==> config.mk <==
export PLATFORM = sky130hd
export DESIGN_NAME = firin_denetleyici_flat
export DESIGN_NICKNAME = d
export VERILOG_FILES = /design/src/rtl/firin_denetleyici_pkg.sv /design/src/rtl/firin_denetleyici_if.sv /design/src/rtl/firin_denetleyici_rr_hakem.sv /design/src/rtl/firin_denetleyici.sv /design/src/flat_wrapper.sv
export SDC_FILE = /design/constraint.sdc
export NUM_CORES = 1
export LEC_CHECK = 0
export CORE_MARGIN = 1
export CORE_UTILIZATION = 35
export CTS_BUF_LIST = sky130_fd_sc_hd__clkbuf_4
export DETAILED_ROUTE_END_ITERATION = 7
export PLACE_DENSITY = 0.65
export SETUP_SLACK_MARGIN = 0.4
export SYNTH_ARGS = -nofsm -noshare
export SYNTH_HDL_FRONTEND = slang
export SYNTH_SLANG_ARGS = --single-unit
==> constraint.sdc <==
create_clock -name saat -period 6.68 [get_ports saat]
set_clock_uncertainty 0.05 [all_clocks]
set_input_delay 1.002 -clock saat [delete_from_list [all_inputs] [get_ports saat]]
set_output_delay 1.002 -clock saat [all_outputs]
set_load 0.05 [all_outputs]
==> src/rtl/firin_denetleyici_pkg.sv <==
// Shared types and defaults for the oven controller: FSM states, thickness codes,
// default bake lengths and counter widths.
package firin_pkg;

  typedef enum logic [1:0] {
    BOS   = 2'd0,
    PISIR = 2'd1,
    SOGUT = 2'd2
  } durum_e;

  typedef enum logic [1:0] {
    INCE     = 2'd0,
    ORTA     = 2'd1,
    KALIN    = 2'd2,
    GECERSIZ = 2'd3
  } kalinlik_e;

  localparam int VARSAYILAN_SURE_INCE  = 4;
  localparam int VARSAYILAN_SURE_ORTA  = 6;
  localparam int VARSAYILAN_SURE_KALIN = 8;

  localparam int SAYI_W  = 7;
  localparam int SAYAC_W = 8;
  localparam logic [SAYI_W-1:0] SAYI_MAX = '1;

endpackage

==> src/rtl/firin_denetleyici_if.sv <==
// Requester-side bus of the oven controller: order requests and thickness in,
// grant/reject/bake status out.
interface firin_denetleyici_if;
  import firin_pkg::*;

  logic [1:0]        istek;
  logic [1:0]        kalinlik_0;
  logic [1:0]        kalinlik_1;
  logic [1:0]        kabul;
  logic              red;
  logic              firin_calis;
  logic              aktif_istekci;
  logic              hazir;
  logic [SAYI_W-1:0] tamamlanan_sayisi;

  modport master (
    output istek, kalinlik_0, kalinlik_1,
    input  kabul, red, firin_calis, aktif_istekci, hazir, tamamlanan_sayisi
  );

  modport slave (
    input  istek, kalinlik_0, kalinlik_1,
    output kabul, red, firin_calis, aktif_istekci, hazir, tamamlanan_sayisi
  );

endinterface

==> src/rtl/firin_denetleyici_rr_hakem.sv <==
// Two-requester round-robin arbiter: the pointer only breaks ties; a lone
// requester always wins.
module rr_hakem (
  input  logic [1:0] istek_i,
  input  logic       isaretci_i,
  output logic [1:0] kabul_o,
  output logic       indeks_o
);

  always_comb begin
    indeks_o = 1'b0;
    case (istek_i)
      2'b10:   indeks_o = 1'b1;
      2'b11:   indeks_o = isaretci_i;
      default: indeks_o = 1'b0;
    endcase
    kabul_o = (istek_i == 2'b00) ? 2'b00 : (indeks_o ? 2'b10 : 2'b01);
  end

endmodule

==> src/rtl/firin_denetleyici.sv <==
// Oven controller: grants one of two requesters, bakes for a thickness-dependent
// number of cycles, cools for one cycle and counts completed bakes (saturating).
module firin_denetleyici
  import firin_pkg::*;
#(
  parameter int SURE_INCE  = VARSAYILAN_SURE_INCE,
  parameter int SURE_ORTA  = VARSAYILAN_SURE_ORTA,
  parameter int SURE_KALIN = VARSAYILAN_SURE_KALIN
) (
  input logic              saat,
  input logic              reset,
  firin_denetleyici_if.slave bus
);

  durum_e            durum_q, durum_d;
  logic [SAYAC_W-1:0] sayac_q, sayac_d;
  logic              isaretci_q, isaretci_d;
  logic [1:0]        kabul_q, kabul_d;
  logic              red_q, red_d;
  logic              hazir_q, hazir_d;
  logic              calis_q, calis_d;
  logic              aktif_q, aktif_d;
  logic [SAYI_W-1:0] sayi_q, sayi_d;

  logic [1:0]        hakem_kabul;
  logic              hakem_indeks;
  logic              istek_var;
  kalinlik_e         secilen;

  function automatic logic [SAYI_W-1:0] sat_artir(input logic [SAYI_W-1:0] x);
    return (x == SAYI_MAX) ? x : x + 1'b1;
  endfunction

  // Counter is loaded with length-1 so that the bake spans exactly SURE cycles.
  function automatic logic [SAYAC_W-1:0] pisirme_yukle(input kalinlik_e k);
    logic [SAYAC_W-1:0] y;
    case (k)
      INCE:    y = SAYAC_W'(SURE_INCE - 1);
      ORTA:    y = SAYAC_W'(SURE_ORTA - 1);
      default: y = SAYAC_W'(SURE_KALIN - 1);
    endcase
    return y;
  endfunction

  rr_hakem u_hakem (
    .istek_i   (bus.istek),
    .isaretci_i(isaretci_q),
    .kabul_o   (hakem_kabul),
    .indeks_o  (hakem_indeks)
  );

  assign istek_var = |bus.istek;
  assign secilen   = kalinlik_e'(hakem_indeks ? bus.kalinlik_1 : bus.kalinlik_0);

  always_ff @(posedge saat or posedge reset) begin
    if (reset) begin
      durum_q    <= BOS;
      sayac_q    <= '0;
      isaretci_q <= 1'b0;
      kabul_q    <= 2'b00;
      red_q      <= 1'b0;
      hazir_q    <= 1'b0;
      calis_q    <= 1'b0;
      aktif_q    <= 1'b0;
      sayi_q     <= '0;
    end else begin
      durum_q    <= durum_d;
      sayac_q    <= sayac_d;
      isaretci_q <= isaretci_d;
      kabul_q    <= kabul_d;
      red_q      <= red_d;
      hazir_q    <= hazir_d;
      calis_q    <= calis_d;
      aktif_q    <= aktif_d;
      sayi_q     <= sayi_d;
    end
  end

  always_comb begin
    durum_d = durum_q;
    case (durum_q)
      BOS:     if (istek_var) durum_d = (secilen == GECERSIZ) ? SOGUT : PISIR;
      PISIR:   if (sayac_q == '0) durum_d = SOGUT;
      SOGUT:   durum_d = BOS;
      default: durum_d = BOS;
    endcase
  end

  // Requests are only looked at in BOS; PISIR and SOGUT ignore istek entirely.
  always_comb begin
    sayac_d    = sayac_q;
    isaretci_d = isaretci_q;
    kabul_d    = 2'b00;
    red_d      = 1'b0;
    hazir_d    = 1'b0;
    calis_d    = calis_q;
    aktif_d    = aktif_q;
    sayi_d     = sayi_q;
    case (durum_q)
      BOS: begin
        if (istek_var) begin
          kabul_d    = hakem_kabul;
          aktif_d    = hakem_indeks;
          isaretci_d = ~hakem_indeks;
          if (secilen == GECERSIZ) begin
            red_d = 1'b1;
          end else begin
            calis_d = 1'b1;
            sayac_d = pisirme_yukle(secilen);
          end
        end
      end
      PISIR: begin
        if (sayac_q == '0) begin
          hazir_d = 1'b1;
          calis_d = 1'b0;
          sayi_d  = sat_artir(sayi_q);
        end else begin
          sayac_d = sayac_q - 1'b1;
        end
      end
      default: ;
    endcase
  end

  assign bus.kabul             = kabul_q;
  assign bus.red               = red_q;
  assign bus.hazir             = hazir_q;
  assign bus.firin_calis       = calis_q;
  assign bus.aktif_istekci     = aktif_q;
  assign bus.tamamlanan_sayisi = sayi_q;

endmodule

==> src/flat_wrapper.sv <==
// flat-port wrapper written by rule: the top's interface ports become plain ports
module firin_denetleyici_flat import firin_pkg::*;
#(
  parameter int SURE_INCE  = VARSAYILAN_SURE_INCE,
  parameter int SURE_ORTA  = VARSAYILAN_SURE_ORTA,
  parameter int SURE_KALIN = VARSAYILAN_SURE_KALIN
)
  (saat, reset, bus_istek, bus_kalinlik_0, bus_kalinlik_1, bus_kabul, bus_red, bus_firin_calis, bus_aktif_istekci, bus_hazir, bus_tamamlanan_sayisi);
  firin_denetleyici_if bus_i ();
  input logic saat;
  input logic reset;
  input wire logic [$bits(bus_i.istek)-1:0] bus_istek;
  input wire logic [$bits(bus_i.kalinlik_0)-1:0] bus_kalinlik_0;
  input wire logic [$bits(bus_i.kalinlik_1)-1:0] bus_kalinlik_1;
  output wire logic [$bits(bus_i.kabul)-1:0] bus_kabul;
  output wire logic [$bits(bus_i.red)-1:0] bus_red;
  output wire logic [$bits(bus_i.firin_calis)-1:0] bus_firin_calis;
  output wire logic [$bits(bus_i.aktif_istekci)-1:0] bus_aktif_istekci;
  output wire logic [$bits(bus_i.hazir)-1:0] bus_hazir;
  output wire logic [$bits(bus_i.tamamlanan_sayisi)-1:0] bus_tamamlanan_sayisi;
  assign bus_i.istek = bus_istek;
  assign bus_i.kalinlik_0 = bus_kalinlik_0;
  assign bus_i.kalinlik_1 = bus_kalinlik_1;
  assign bus_kabul = bus_i.kabul;
  assign bus_red = bus_i.red;
  assign bus_firin_calis = bus_i.firin_calis;
  assign bus_aktif_istekci = bus_i.aktif_istekci;
  assign bus_hazir = bus_i.hazir;
  assign bus_tamamlanan_sayisi = bus_i.tamamlanan_sayisi;
  firin_denetleyici #(.SURE_INCE(SURE_INCE), .SURE_ORTA(SURE_ORTA), .SURE_KALIN(SURE_KALIN)) u_core (.saat(saat), .reset(reset), .bus(bus_i));
endmodule
==> results of run 1 <==
[per-layer routing]
layer  up-vias  GRT usage [%]  routed length, um  part of all wire, %
met3         2           2.99                114                  4.9
met2        31           23.9               1080                   47
li1        471              -                  -                    -
met1       464           19.0               1100                   48
met5         -              0                  0                    0
met4         0           5.52                 11                 0.48
[cells by family (layout without fill, tap and decap cells)]
logic type / Yosys count / after routing
XOR/XNOR: 5 / 5
adder cells (fa/ha/maj): 3 / 3
flip-flops: 24 / 24
multiplexers: 2 / 2
buffers and inverters: 11 / 32
AND/OR/NAND/NOR: 47 / 47
AO/OA/AOI/OAI: 27 / 27
[worst min-delay path, delay by kind of cell (launching register included)]
family / cells / cell delay, ns
flops: 1 / 0.37
simple gates: 2 / 0.10
[cell usage in the layout, fill, tap and decap left out, types with 2 or more instances in the layout]
cell             count
nand2b_1             3
a21o_1               2
nand2_1             10
a21oi_1              7
nand3b_1             2
nor4_1               2
dfrtp_1             24
o31ai_1              2
nor2b_1              2
a222oi_1             2
clkbuf_4             3
nor2_1               4
nand3_1              2
o21ai_0              8
nor3_1               3
xnor2_1              4
and3_1               2
or4_4                2
nand4_1              5
or3_1                2
clkdlybuf4s50_1     20
inv_1                8
ha_1                 3
[sequential cells by signal (all words and copies together), names as in the netlist]
name	flops
u_core.durum_q	2
u_core.bus.firin_calis	1
u_core.sayac_q	8
u_core.bus.kabul	2
u_core.bus.aktif_istekci	1
u_core.isaretci_q	1
u_core.bus.tamamlanan_sayisi	7
u_core.bus.hazir	1
u_core.bus.red	1
[through the flow]
| stage | setup slack [ns] | instances | util [%] | hold WS (ns) | instance area (um^2) |
|---|---|---|---|---|---|
| finish | 3.84 | 184 | 47.5 | 0.443 | 1500 |
| CTS | 3.84 | 184 | 47.5 | 0.454 | 1500 |
| global route | 3.72 | 184 | 47.5 | 0.473 | 1500 |
| global placement | 3.60 | 180 | 45.8 | 0.411 | 1450 |
| detailed placement | 3.51 | 180 | 45.8 | 0.421 | 1450 |
| floorplan | 4.12 | 119 | - | 0.405 | 1200 |
[worst max-delay path by stage]
| stage | cells after the start | to | slack (ns) | startpoint |
|---|---|---|---|---|
| 5_1_grt | 6 | u_core.sayac_q[3] | 3.72 | bus_istek[1] |
| 6_report | 6 | u_core.sayac_q[3] | 3.84 | bus_istek[1] |
| 3_3_place_gp | 6 | u_core.sayac_q[3] | 3.60 | bus_istek[1] |
| 3_5_place_dp | 6 | u_core.sayac_q[3] | 3.51 | bus_istek[1] |
| 4_1_cts | 6 | u_core.sayac_q[3] | 3.84 | bus_istek[1] |
| 2_1_floorplan | 7 | u_core.sayac_q[4] | 4.12 | bus_istek[1] |
[area by class of cell]
| type | instances | area [um^2] | share of cell area (%) |
|---|---|---|---|
| flip-flops and latches | 24 | 601 | 40.1 |
| multi-input cells | 84 | 559 | 37.3 |
| repair buffers | 20 | 200 | 13.4 |
| well taps | 44 | 55.1 | 3.68 |
| clock inverters | 1 | 30.0 | 2.01 |
| inverters | 8 | 30.0 | 2.01 |
| clock buffers | 3 | 22.5 | 1.50 |
[power groups by stage]
stage	registers, mW	clock network (mW)	logic (mW)
after floorplan	0.274	0	0.138
after global placement	0.239	0	0.235
after detailed placement	0.240	0	0.241
after CTS	0.237	0.108	0.241
after global routing	0.247	0.116	0.265
final	0.238	0.105	0.239
==> results.rst, run 1 <==
.. list-table::
   :header-rows: 1

   * - Metric
     - Value
   * - Critical setup path kind
     - in2reg
   * - Overflow left after global routing
     - 0
   * - FFs w/ async S/R, synth
     - 100%
   * - Leak Pwr
     - about 0.67 nW
   * - Pin count of the biggest net entering global routing
     - 25
   * - Drt first-iter violations
     - 25
   * - Power density cells
     - approximately 390 nW/um^2
   * - Count of inserted antenna diode cells
     - 0
   * - Count of max-cap constraint violations
     - 0
   * - Post-synthesis cell count
     - between 100 and 150
   * - Area Growth Syn to Fin
     - 24.6%
   * - Starting density of the core
     - a little under two fifths
   * - All-layer global routing usage
     - roughly 15%
   * - Root Driver
     - clkbuf_4
   * - Die outline area
     - 3670 um^2
   * - Flop-to-flop setup slack
     - about 4.4 ns
   * - EDFF count, synth
     - 0
   * - Fraction of layout cells with a size suffix above 1
     - 9.29%
   * - Placer Congestion
     - roughly 0.86
   * - Number of nets still failing antenna checks after routing
     - 0
   * - Final setup vio count
     - 0
   * - Number of hold buffers added after CTS
     - 0
   * - Time the final worst path needs with I/O delays and setup
     - between 2 and 3 ns
   * - Setup TNS
     - 0 ns
   * - Outcome
     - finished clean
   * - Net load switching power
     - 235 uW
   * - Adder-Cell Fraction of Synth Area
     - roughly 3.1%
   * - Average via count per standard cell
     - approximately 5.3
   * - Commonest cells post-synth
     - dfrtp_1 (24), nand2_1 (10), inv_1 (8), o21ai_0 (8), a21oi_1 (7)
   * - Worst Hold End
     - u_core.bus.firin_calis
   * - Origin of the worst min-delay path
     - u_core.bus.firin_calis
   * - TritonCTS clock tree
     - done
   * - Multiplexer fraction of the synthesized cell area
     - roughly 1.8%
   * - Average size of a mapped cell
     - 10.1 um^2
   * - Average routed wire per standard cell
     - around 13 um
   * - Register bit total from synthesis
     - 24
   * - Kind of cell with the highest combined delay on the critical path
     - simple AND/OR/NAND/NOR gates
   * - Total power consumption of the routed design
     - 582 uW
   * - Count of unresolved DRC violations after routing
     - 0
   * - CP Cell Sequence
     - clkdlybuf4s50_1 -> nor3_1 -> a311oi_1 -> nand3_1 -> or4_1 -> a21oi_1
   * - Synthesized-area fraction occupied by xor and xnor cells
     - between 3 and 4%
   * - Clk buf depth
     - 2
   * - Filler Cell Count
     - ~320
   * - Endpoint of the worst-slack reg-to-reg timing path
     - u_core.sayac_q[3]
   * - Routed wire length
     - roughly 2.3 mm
   * - Number of buffers added by the clock tree synthesis step
     - 3
   * - DR pass1 iterations
     - 4
   * - Count of endpoints failing hold in the final timing report
     - 0
   * - Setup fix buffers added after clock tree synthesis
     - 0
   * - Seq pwr share
     - 40.9%
   * - Via count of the first global-routing pass
     - between 900 and 1000
   * - H-tree depth
     - 1
   * - Crit path capture type
     - register
   * - Final clock period utilization by the worst path
     - a little over two fifths
   * - Length in cells of the worst reg-to-reg path
     - 7
   * - Yosys top cell area share
     - roughly 50%
   * - Net count of the mapped netlist
     - 130
   * - Count of pins over their slew limit
     - 0
   * - Combinational family with the most area after synthesis
     - simple AND/OR/NAND/NOR gates
   * - Switching fraction of total power
     - 40.4%
   * - WHS Path Cells
     - 2
   * - Crit-path max cell delay
     - around 0.6 ns
   * - Slowest cell on the critical path
     - clkdlybuf4s50_1
   * - Dominant cell type by area after synthesis
     - dfrtp_1
   * - Skew-Pair Late Insertion Delay
     - 0.31 ns
   * - Worst reg2reg path startpoint
     - u_core.sayac_q[0]
   * - I/O pins
     - 21
   * - Largest driver fanout on the critical path
     - 13
   * - Clock tree sinks
     - 24
   * - Share of power burned in the clock network
     - around 18%
   * - Internal
     - approximately 350 uW
   * - Combinational share of power
     - around two fifths
   * - Detailed placement HPWL
     - approximately 1.7 mm
   * - Simple logic cell fraction of the synthesized area
     - 23.0%
   * - Netlist area before placement
     - 1200 um^2
   * - Relative max-transition margin
     - between 30% and 40%
   * - Setup repair after global routing missed its margin
     - false
   * - Worst path required time
     - ~7 ns
   * - Core area
     - roughly 3200 um^2
   * - Largest voltage drop on the vdd net
     - about 0.00012 V
   * - Synth unique cells
     - 40
   * - Count of buffers from port buffering
     - 20
   * - Synth top area cells
     - dfrtp_1 (50%), o21ai_0 (3.3%), ha_1 (3.1%), nand2_1 (3.1%), a21oi_1 (2.9%)
   * - Vertical die dimension
     - 60.6 um
   * - Most instantiated flip-flop cell in the synthesis netlist
     - dfrtp_1
   * - WP data arrival
     - roughly 3 ns
   * - Combined buffer and inverter count along the critical path
     - 1
   * - Post-layout nets
     - between 150 and 200
   * - Fmax
     - ~0.35 GHz
   * - Via Count
     - 968
   * - Type of the tightest min-delay check
     - reg2reg
   * - Antenna violations before repair
     - 0
   * - First-pass GRT wire length
     - roughly 4 mm
   * - Number of synthesis warnings
     - 0
   * - Startpoint Class
     - input port
   * - CTS clock-pin slew for the worst setup and hold paths
     - 0.14 ns
   * - Number of gates resized after cts
     - 0
   * - Horizontal die dimension
     - slightly above 60 um
   * - Sequential fraction of the synthesis area
     - ~50%
   * - Fraction of the mapped netlist area in compound gates
     - approximately 15%
   * - Most used standard cell by instance count after synthesis
     - dfrtp_1
   * - Site Rows
     - 20
   * - Worst Max-Slew Pin Slew
     - between 0.9 and 1 ns
(Power assumes the default switching activity.)
==> run 2: changes to the inputs <==
PLACE_DENSITY = 0.67   (was 0.65)
clock period = 2.4 ns   (was 6.68 ns; I/O delays follow)
==> run 2 against run 1 <==
  * Count of clock-buffer cells in the layout unchanged
  * Hold slack worse by 0.13 ns
  * Wire length up 12%
  * Global-route usage up 1.5 points
  * First-iteration DRC count up 72%
  * Combinational power rose to 3.7 times the previous value
  * Core utilization up 5.4 points
  * Critical path type is now reg2reg
  * Largest cell class is now multi-input combinational cells
==> results.rst, run 2 (synthesis gave the netlist of run 1 again) <==
.. list-table::
   :header-rows: 1

   * - Metric
     - Value
   * - Outcome
     - finished clean
   * - Average via count per standard cell
     - 5.28 (+0.39%)
   * - Skew-Pair Late Insertion Delay
     - 0.31 ns (about the same)
   * - Vertical die dimension
     - 60.6 um (unchanged)
   * - Worst Max-Slew Pin Slew
     - 0.501 ns (-0.402 ns)
   * - Placer Congestion
     - 0.859 (about the same)
   * - Largest voltage drop on the vdd net
     - 0.000345 V (+180%)
   * - Register Area
     - 602 um^2 (+0.21%)
   * - Clock tree sinks
     - 24 (unchanged)
   * - Slowest cell on the critical path
     - or4_4
   * - Area of the multi-input gates
     - 606 um^2 (+8.3%)
   * - Type of the tightest min-delay check
     - in2async
   * - Count of pins over their slew limit
     - 0 (unchanged)
   * - Drt first-iter violations
     - 43 (+72%)
   * - Count of buffers from port buffering
     - 20 (unchanged)
   * - Starting density of the core
     - 38.1% (unchanged)
   * - WP data arrival
     - 2.26 ns (-0.78 ns)
   * - Via Count
     - 1051 (+8.6%)
   * - Endpoint of the worst-slack reg-to-reg timing path
     - u_core.bus.tamamlanan_sayisi[1]
   * - Worst reg2reg path startpoint
     - u_core.sayac_q[0]
   * - Count of endpoints failing hold in the final timing report
     - 0 (unchanged)
   * - Power density cells
     - 1110 nW/um^2 (+190%)
   * - Count of inserted antenna diode cells
     - 0 (unchanged)
   * - All-layer global routing usage
     - 16.1% (+1.5 points)
   * - Leak Pwr
     - 0.833 nW (+25%)
   * - Final clock period utilization by the worst path
     - about 87%
   * - Register containing the most flip-flops in the final layout
     - u_core.sayac_q
   * - Horizontal die dimension
     - 60.6 um (unchanged)
   * - Core area
     - 3150 um^2 (unchanged)
   * - Kind of cell with the highest combined delay on the critical path
     - simple AND/OR/NAND/NOR gates
   * - Detailed placement HPWL
     - 1.80 mm (+3.0%)
   * - Area Growth Syn to Fin
     - 38.7%
   * - Combined buffer and inverter count along the critical path
     - 1 (unchanged)
   * - Crit path capture type
     - register
   * - H-tree depth
     - 1 (unchanged)
   * - Average routed wire per standard cell
     - 13.0 um (+3.6%)
   * - Time the final worst path needs with I/O delays and setup
     - 2.09 ns
   * - CP Cell Sequence
     - inv_2 -> ha_4 -> or2b_1 -> or4_4 -> a21oi_4 -> mux2_4
   * - Fmax
     - between 0.4 and 0.5 GHz
   * - Routed wire length
     - 2.59 mm (+12%)
   * - Number of nets still failing antenna checks after routing
     - 0 (unchanged)
   * - Number of cells in the design after placement
     - 184 (+2.2%)
   * - Length in cells of the worst reg-to-reg path
     - 6 (-1)
   * - Fraction of layout cells with a size suffix above 1
     - 23.9% (+15 points)
   * - Largest driver fanout on the critical path
     - 6 (-7)
   * - Setup TNS
     - 0 ns (unchanged)
   * - Die outline area
     - 3670 um^2 (unchanged)
   * - Critical Path Start
     - u_core.sayac_q[0]
   * - Startpoint Class
     - register
   * - I/O pins
     - 21 (unchanged)
   * - DR pass1 iterations
     - 4 (unchanged)
   * - TritonCTS clock tree
     - done
   * - Via count of the first global-routing pass
     - 1002 (+5.3%)
   * - Critical setup path kind
     - reg2reg
   * - Number of buffers added by the clock tree synthesis step
     - 3 (unchanged)
   * - Clk buf depth
     - 2 (unchanged)
   * - Setup repair after global routing missed its margin
     - true
   * - Pin count of the biggest net entering global routing
     - 25 (unchanged)
   * - Number of hold buffers added after CTS
     - 0 (unchanged)
   * - Flop-to-flop setup slack
     - 0.31 ns (-4.07 ns)
   * - Filler Cell Count
     - 298 (-7.5%)
   * - Overflow left after global routing
     - 0 (unchanged)
   * - Root Driver
     - clkbuf_4
   * - Relative max-transition margin
     - 66.3% (+27 points)
   * - Final setup vio count
     - 0 (unchanged)
   * - Max FFs per register
     - 8 (unchanged)
   * - Finished Layout Cells
     - 199 (+8.2%)
   * - Commonest cells after routing, fill and taps aside
     - dfrtp_1 (23), buf_4 (14), clkdlybuf4s50_1 (13), nand2_1 (10), o21ai_0 (8)
   * - Post-layout nets
     - 167 (+9.9%)
   * - First-pass GRT wire length
     - 4.40 mm (+8.5%)
   * - Crit-path max cell delay
     - 0.51 ns (-0.10 ns)
   * - Count of unresolved DRC violations after routing
     - 0 (unchanged)
   * - Worst path required time
     - 2.57 ns (-4.31 ns)
   * - Antenna violations before repair
     - 0 (unchanged)
   * - Most frequent standard cell in the layout excluding fill and tap cells
     - dfrtp_1
   * - CTS clock-pin slew for the worst setup and hold paths
     - 0.14 ns (about the same)
   * - Site Rows
     - 20 (unchanged)
   * - Count of max-cap constraint violations
     - 0 (unchanged)
==> run 2: cell count changes in the layout (fill, tap and decap cells not counted), moves of 2 or more <==
cell             previous run  this run
a21oi_2                     0         2
buf_4                       0        14
dlygate4sd2_1               0         3
dlymetal6s2s_1              0         4
inv_2                       0         2
clkdlybuf4s50_1            20        13
inv_1                       8         6
a21oi_1                     7         5
or3_4                       0         2
==> run 2: final cells by class <==
cell class	count	area share, %
flip-flops and latches	24	36.1
inverters	8	1.80
well taps	44	3.30
repair buffers	35	19.4
multi-input cells	84	36.3
clock inverters	1	1.80
clock buffers	3	1.35
==> run 2: per-layer routing <==
layer / track usage [%] / part of all wire [%]
met1: 20.2 / 46
met2: 28.3 / 50
met3: 2.56 / 3.4
met4: 5.19 / 0.54
met5: 0 / 0
==> run 2: through the flow <==
step | power, mW | cell area, um^2 | utilization, % | setup WS [ns] | hold WS, ns
6_report | 1.85 | 1670 | 52.9 | 0.311 | 0.315
5_1_grt | 1.98 | 1670 | 52.9 | 0.250 | 0.322
4_1_cts | 1.78 | 1620 | 51.4 | 0.345 | 0.327
3_5_place_dp | 1.37 | 1480 | 46.9 | 0.0802 | 0.423
3_3_place_gp | 1.35 | 1480 | 46.9 | 0.151 | 0.415
2_1_floorplan | 1.15 | 1210 | - | 0.366 | 0.325
==> run 2: how the worst max path moves through the flow <==
stage | cells past startpoint | to | slack [ns]
2_1_floorplan | 4 | u_core.bus.tamamlanan_sayisi[1] | 0.37
4_1_cts | 4 | u_core.bus.tamamlanan_sayisi[1] | 0.34
5_1_grt | 7 | u_core.bus.tamamlanan_sayisi[5] | 0.25
6_report | 6 | u_core.bus.tamamlanan_sayisi[1] | 0.31
3_5_place_dp | 7 | u_core.sayac_q[3] | 0.08
3_3_place_gp | 7 | u_core.sayac_q[3] | 0.15
==> run 2: power by group <==
group | switching (mW) | internal [mW]
Sequential | 0.132 | 0.532
Clock | 0.126 | 0.169
Combinational | 0.483 | 0.409
==> run 2: worst reg2reg max path: stages, from the launching register on <==
cell,delay [ns]
dfrtp_1,0.43
inv_2,0.10
ha_4,0.14
or2b_1,0.24
or4_4,0.51
a21oi_4,0.22
mux2_4,0.32
==> run 2: what timing repair did <==
item / 4_1_cts / 5_1_grt
gates resized for setup: 11 / 9
endpoints found under the setup margin: 13 / 15
setup buffers: 9 / 2
pin swaps: 3 / 4
==> run 3: changes to the inputs <==
ABC_AREA = 1   (was default)
PLACE_DENSITY = 0.66   (was 0.67)
==> run 3 against run 2 <==
  * Largest power group unchanged
  * Register-to-register slack improved by 0.49 ns
  * Worst setup slack improved by 0.16 ns
  * Combinational power rose by 24%
  * Maximum frequency rose by 8.5%
  * Synthesized area rose by 13%
  * Global-route usage fell by 2.5 points
  * First-iteration DRC count fell by 30%
  * Count of clock-buffer cells in the layout did not move
  * Synthesized cell count rose by 44%
  * Die area rose by 12%
  * Sequential power fell by 3%
  * Sequential cell count did not move
==> results.rst, run 3 <==
.. list-table::
   :header-rows: 1

   * - Metric
     - Value
   * - Outcome
     - finished clean
   * - TritonCTS clock tree
     - done
   * - Combined buffer and inverter count along the critical path
     - 1 (unchanged)
   * - Most used standard cell by instance count after synthesis
     - nand2_1
   * - Clock tree sinks
     - 24 (unchanged)
   * - Count of pins over their slew limit
     - 0 (unchanged)
   * - Count of endpoints failing hold in the final timing report
     - 0 (unchanged)
   * - Final setup vio count
     - 0 (unchanged)
   * - DR pass1 iterations
     - 4 (unchanged)
   * - Synth unique cells
     - 24 (-40%)
   * - Count of max-cap constraint violations
     - 0 (unchanged)
   * - Area Growth Syn to Fin
     - 23.0%
   * - Net count of the mapped netlist
     - 182 (+40%)
   * - Worst slack after detailed placement
     - 0.586 ns (+0.506 ns)
   * - Crit path capture type
     - primary output
   * - Antenna violations before repair
     - 0 (unchanged)
   * - Number of buffers added by the clock tree synthesis step
     - 3 (unchanged)
   * - Flop-to-flop setup slack
     - 0.80 ns (+0.49 ns)
   * - Post-synthesis cell count
     - 171 (+44%)
   * - Endpoint of the worst-slack reg-to-reg timing path
     - u_core.bus.tamamlanan_sayisi[4]
   * - Type of the tightest min-delay check
     - in2async
   * - Most frequent standard cell in the layout excluding fill and tap cells
     - nand2_1
   * - Count of inserted antenna diode cells
     - 0 (unchanged)
   * - I/O pins
     - 21 (unchanged)
   * - Length in cells of the worst reg-to-reg path
     - 9 (+3)
   * - Largest voltage drop on the vdd net
     - 0.000509 V (+47%)
   * - Critical setup path kind
     - reg2out
   * - Number of nets still failing antenna checks after routing
     - 0 (unchanged)
   * - Final Core Density
     - 45.1% (-7.7 points)
   * - Leak Pwr
     - 0.907 nW (+8.9%)
   * - Via count of the first global-routing pass
     - 1015 (+1.3%)
   * - Routed wire length
     - 2.51 mm (-2.9%)
   * - Time the final worst path needs with I/O delays and setup
     - 1.93 ns (-0.164 ns)
   * - Filler Cell Count
     - 374 (+26%)
   * - Max FFs per register
     - 8 (unchanged)
   * - Sequential fraction of the synthesis area
     - 44.4% (-5.6 points)
   * - Fraction of layout cells with a size suffix above 1
     - 12.8% (-11 points)
   * - Commonest cells after routing, fill and taps aside
     - nand2_1 (58), dfrtp_1 (24), inv_1 (18), nor2_1 (17), clkdlybuf4s50_1 (14)
   * - Register containing the most flip-flops in the final layout
     - u_core.sayac_q
   * - First-pass GRT wire length
     - 4.35 mm (-0.96%)
   * - Worst Max-Slew Pin Slew
     - 0.505 ns (+0.00417 ns)
   * - Vertical die dimension
     - 64.2 um (+5.9%)
   * - All-layer global routing usage
     - 13.6% (-2.5 points)
   * - Average via count per standard cell
     - 4.44 (-16%)
   * - Finished Layout Cells
     - 243 (+22%)
   * - Netlist area before placement
     - 1350 um^2 (+13%)
   * - Startpoint Class
     - register
   * - Overflow left after global routing
     - 0 (unchanged)
   * - Final clock period utilization by the worst path
     - 80.2% (-6.8 points)
   * - Largest driver fanout on the critical path
     - 2 (-4)
   * - Die outline area
     - 4120 um^2 (+12%)
   * - Crit-path max cell delay
     - 0.81 ns (+0.30 ns)
   * - Root Driver
     - clkbuf_4
   * - Yosys top cell area share
     - 44.4% (-5.6 points)
   * - WP data arrival
     - 1.52 ns (-0.74 ns)
   * - Post-layout nets
     - 207 (+24%)
   * - Setup fix buffers added after clock tree synthesis
     - 0 (-9)
   * - Setup TNS
     - 0 ns (unchanged)
   * - Relative max-transition margin
     - 66.2% (-0.076 points)
   * - Fmax
     - 0.519 GHz (+8.5%)
   * - CTS clock-pin slew for the worst setup and hold paths
     - 0.14 ns (about the same)
   * - Count of unresolved DRC violations after routing
     - 0 (unchanged)
   * - Slowest cell on the critical path
     - clkdlybuf4s50_1
   * - Count of buffers from port buffering
     - 20 (unchanged)
   * - Average routed wire per standard cell
     - 10.3 um (-21%)
   * - Skew-Pair Late Insertion Delay
     - 0.32 ns (about the same)
   * - FFs w/ async S/R, synth
     - 100% (unchanged)
   * - Most instantiated flip-flop cell in the synthesis netlist
     - dfrtp_1
   * - Starting density of the core
     - 36.7% (-1.4 points)
   * - Horizontal die dimension
     - 64.2 um (+5.9%)
   * - Number of synthesis warnings
     - 0 (unchanged)
   * - CP Cell Sequence
     - clkdlybuf4s50_1
   * - EDFF count, synth
     - 0 (unchanged)
   * - PnR worst setup slack
     - 0.474 ns (+0.164 ns)
   * - Register bit total from synthesis
     - 24 (unchanged)
   * - Synth top area cells
     - dfrtp_1 (44%), nand2_1 (16%), inv_1 (5.0%), nor2_1 (4.7%), xnor2_1 (3.2%)
   * - Core area
     - 3690 um^2 (+17%)
   * - Commonest cells post-synth
     - nand2_1 (58), dfrtp_1 (24), inv_1 (18), nor2_1 (17)
   * - Kind of cell with the highest combined delay on the critical path
     - buffers and inverters
   * - Dominant cell type by area after synthesis
     - dfrtp_1
   * - Worst reg2reg path startpoint
     - u_core.bus.tamamlanan_sayisi[0]
   * - Clk buf depth
     - 2 (unchanged)
   * - Number of cells in the design after placement
     - 239 (+30%)
   * - Average size of a mapped cell
     - 7.92 um^2 (-22%)
   * - Placer Congestion
     - 0.754 (-12%)
   * - Worst path required time
     - 1.99 ns (-0.58 ns)
   * - Drt first-iter violations
     - 30 (-30%)
   * - Site Rows
     - 22 (+10%)
   * - Power density cells
     - 1230 nW/um^2 (+11%)
   * - Pin count of the biggest net entering global routing
     - 25 (unchanged)
   * - Detailed placement HPWL
     - 1.88 mm (+4.8%)
   * - H-tree depth
     - 1 (unchanged)
   * - Setup repair after global routing missed its margin
     - false
   * - Via Count
     - 1079 (+2.7%)
==> run 3: area by class of cell <==
class	instances	area, um^2	share of cell area (%)
multi-input combinational	125	669	40.2
sequential	24	601	36.1
timing repair buffer	21	204	12.2
inverter	21	78.8	4.73
tap	48	60.1	3.61
clock inverter	1	30.0	1.80
clock buffer	3	22.5	1.35
==> run 3: metrics by stage <==
stage                     power [mW]  hold slack (ns)  area (um^2)
after floorplan                 1.51            0.325         1350
final                           2.05            0.313         1670
after global placement          1.77            0.405         1620
after CTS                       2.07            0.316         1660
after global routing            2.21            0.329         1670
after detailed placement        1.78            0.411         1620
==> run 3: worst max path at each step <==
stage                                               start                               to  slack [ns]  depth (start not counted)
after floorplan           u_core.bus.tamamlanan_sayisi[0]  u_core.bus.tamamlanan_sayisi[3]        0.58                          9
after global placement                       bus_istek[1]                u_core.sayac_q[0]        0.59                          6
after detailed placement                     bus_istek[1]                u_core.sayac_q[0]        0.59                          6
after CTS                 u_core.bus.tamamlanan_sayisi[1]         bus_tamamlanan_sayisi[1]        0.41                          1
after global routing      u_core.bus.tamamlanan_sayisi[6]         bus_tamamlanan_sayisi[6]        0.40                          1
final                     u_core.bus.tamamlanan_sayisi[6]         bus_tamamlanan_sayisi[6]        0.47                          1
==> run 3: routing by layer <==
| metal | wire (um) | global-route usage (%) | part of all wire, % | up-vias |
|---|---|---|---|---|
| met5 | 0 | 0 | 0 | - |
| met4 | 15 | 5.00 | 0.60 | 0 |
| met3 | 82 | 3.21 | 3.3 | 2 |
| met2 | 1150 | 22.9 | 46 | 17 |
| met1 | 1260 | 16.9 | 50 | 487 |
| li1 | - | - | - | 573 |
==> run 3: logic make-up after synthesis <==
| logic type | count (synthesis) | share of synthesized area (%) |
|---|---|---|
| AOI/OAI and AO/OA | 10 | 4.53 |
| xor gates and xnor gates | 7 | 4.53 |
| adders and majority gates | 3 | 2.77 |
| buffers and inverters | 22 | 6.19 |
| DFF | 24 | 44.4 |
| and+or+nand+nor | 105 | 37.6 |
==> run 3: timing repair <==
action / in CTS / in global routing
setup endpoints to repair: 5 / 1
hold buffers: 0 / 0
resized for setup: 5 / 1
==> run 3: power breakdown <==
group / switching [mW] / leakage (nW) / internal (mW)
Sequential: 0.109 / 0.311 / 0.538
Combinational: 0.738 / 0.569 / 0.368
Clock: 0.128 / 0.0279 / 0.169
Total: 0.975 / 0.907 / 1.07
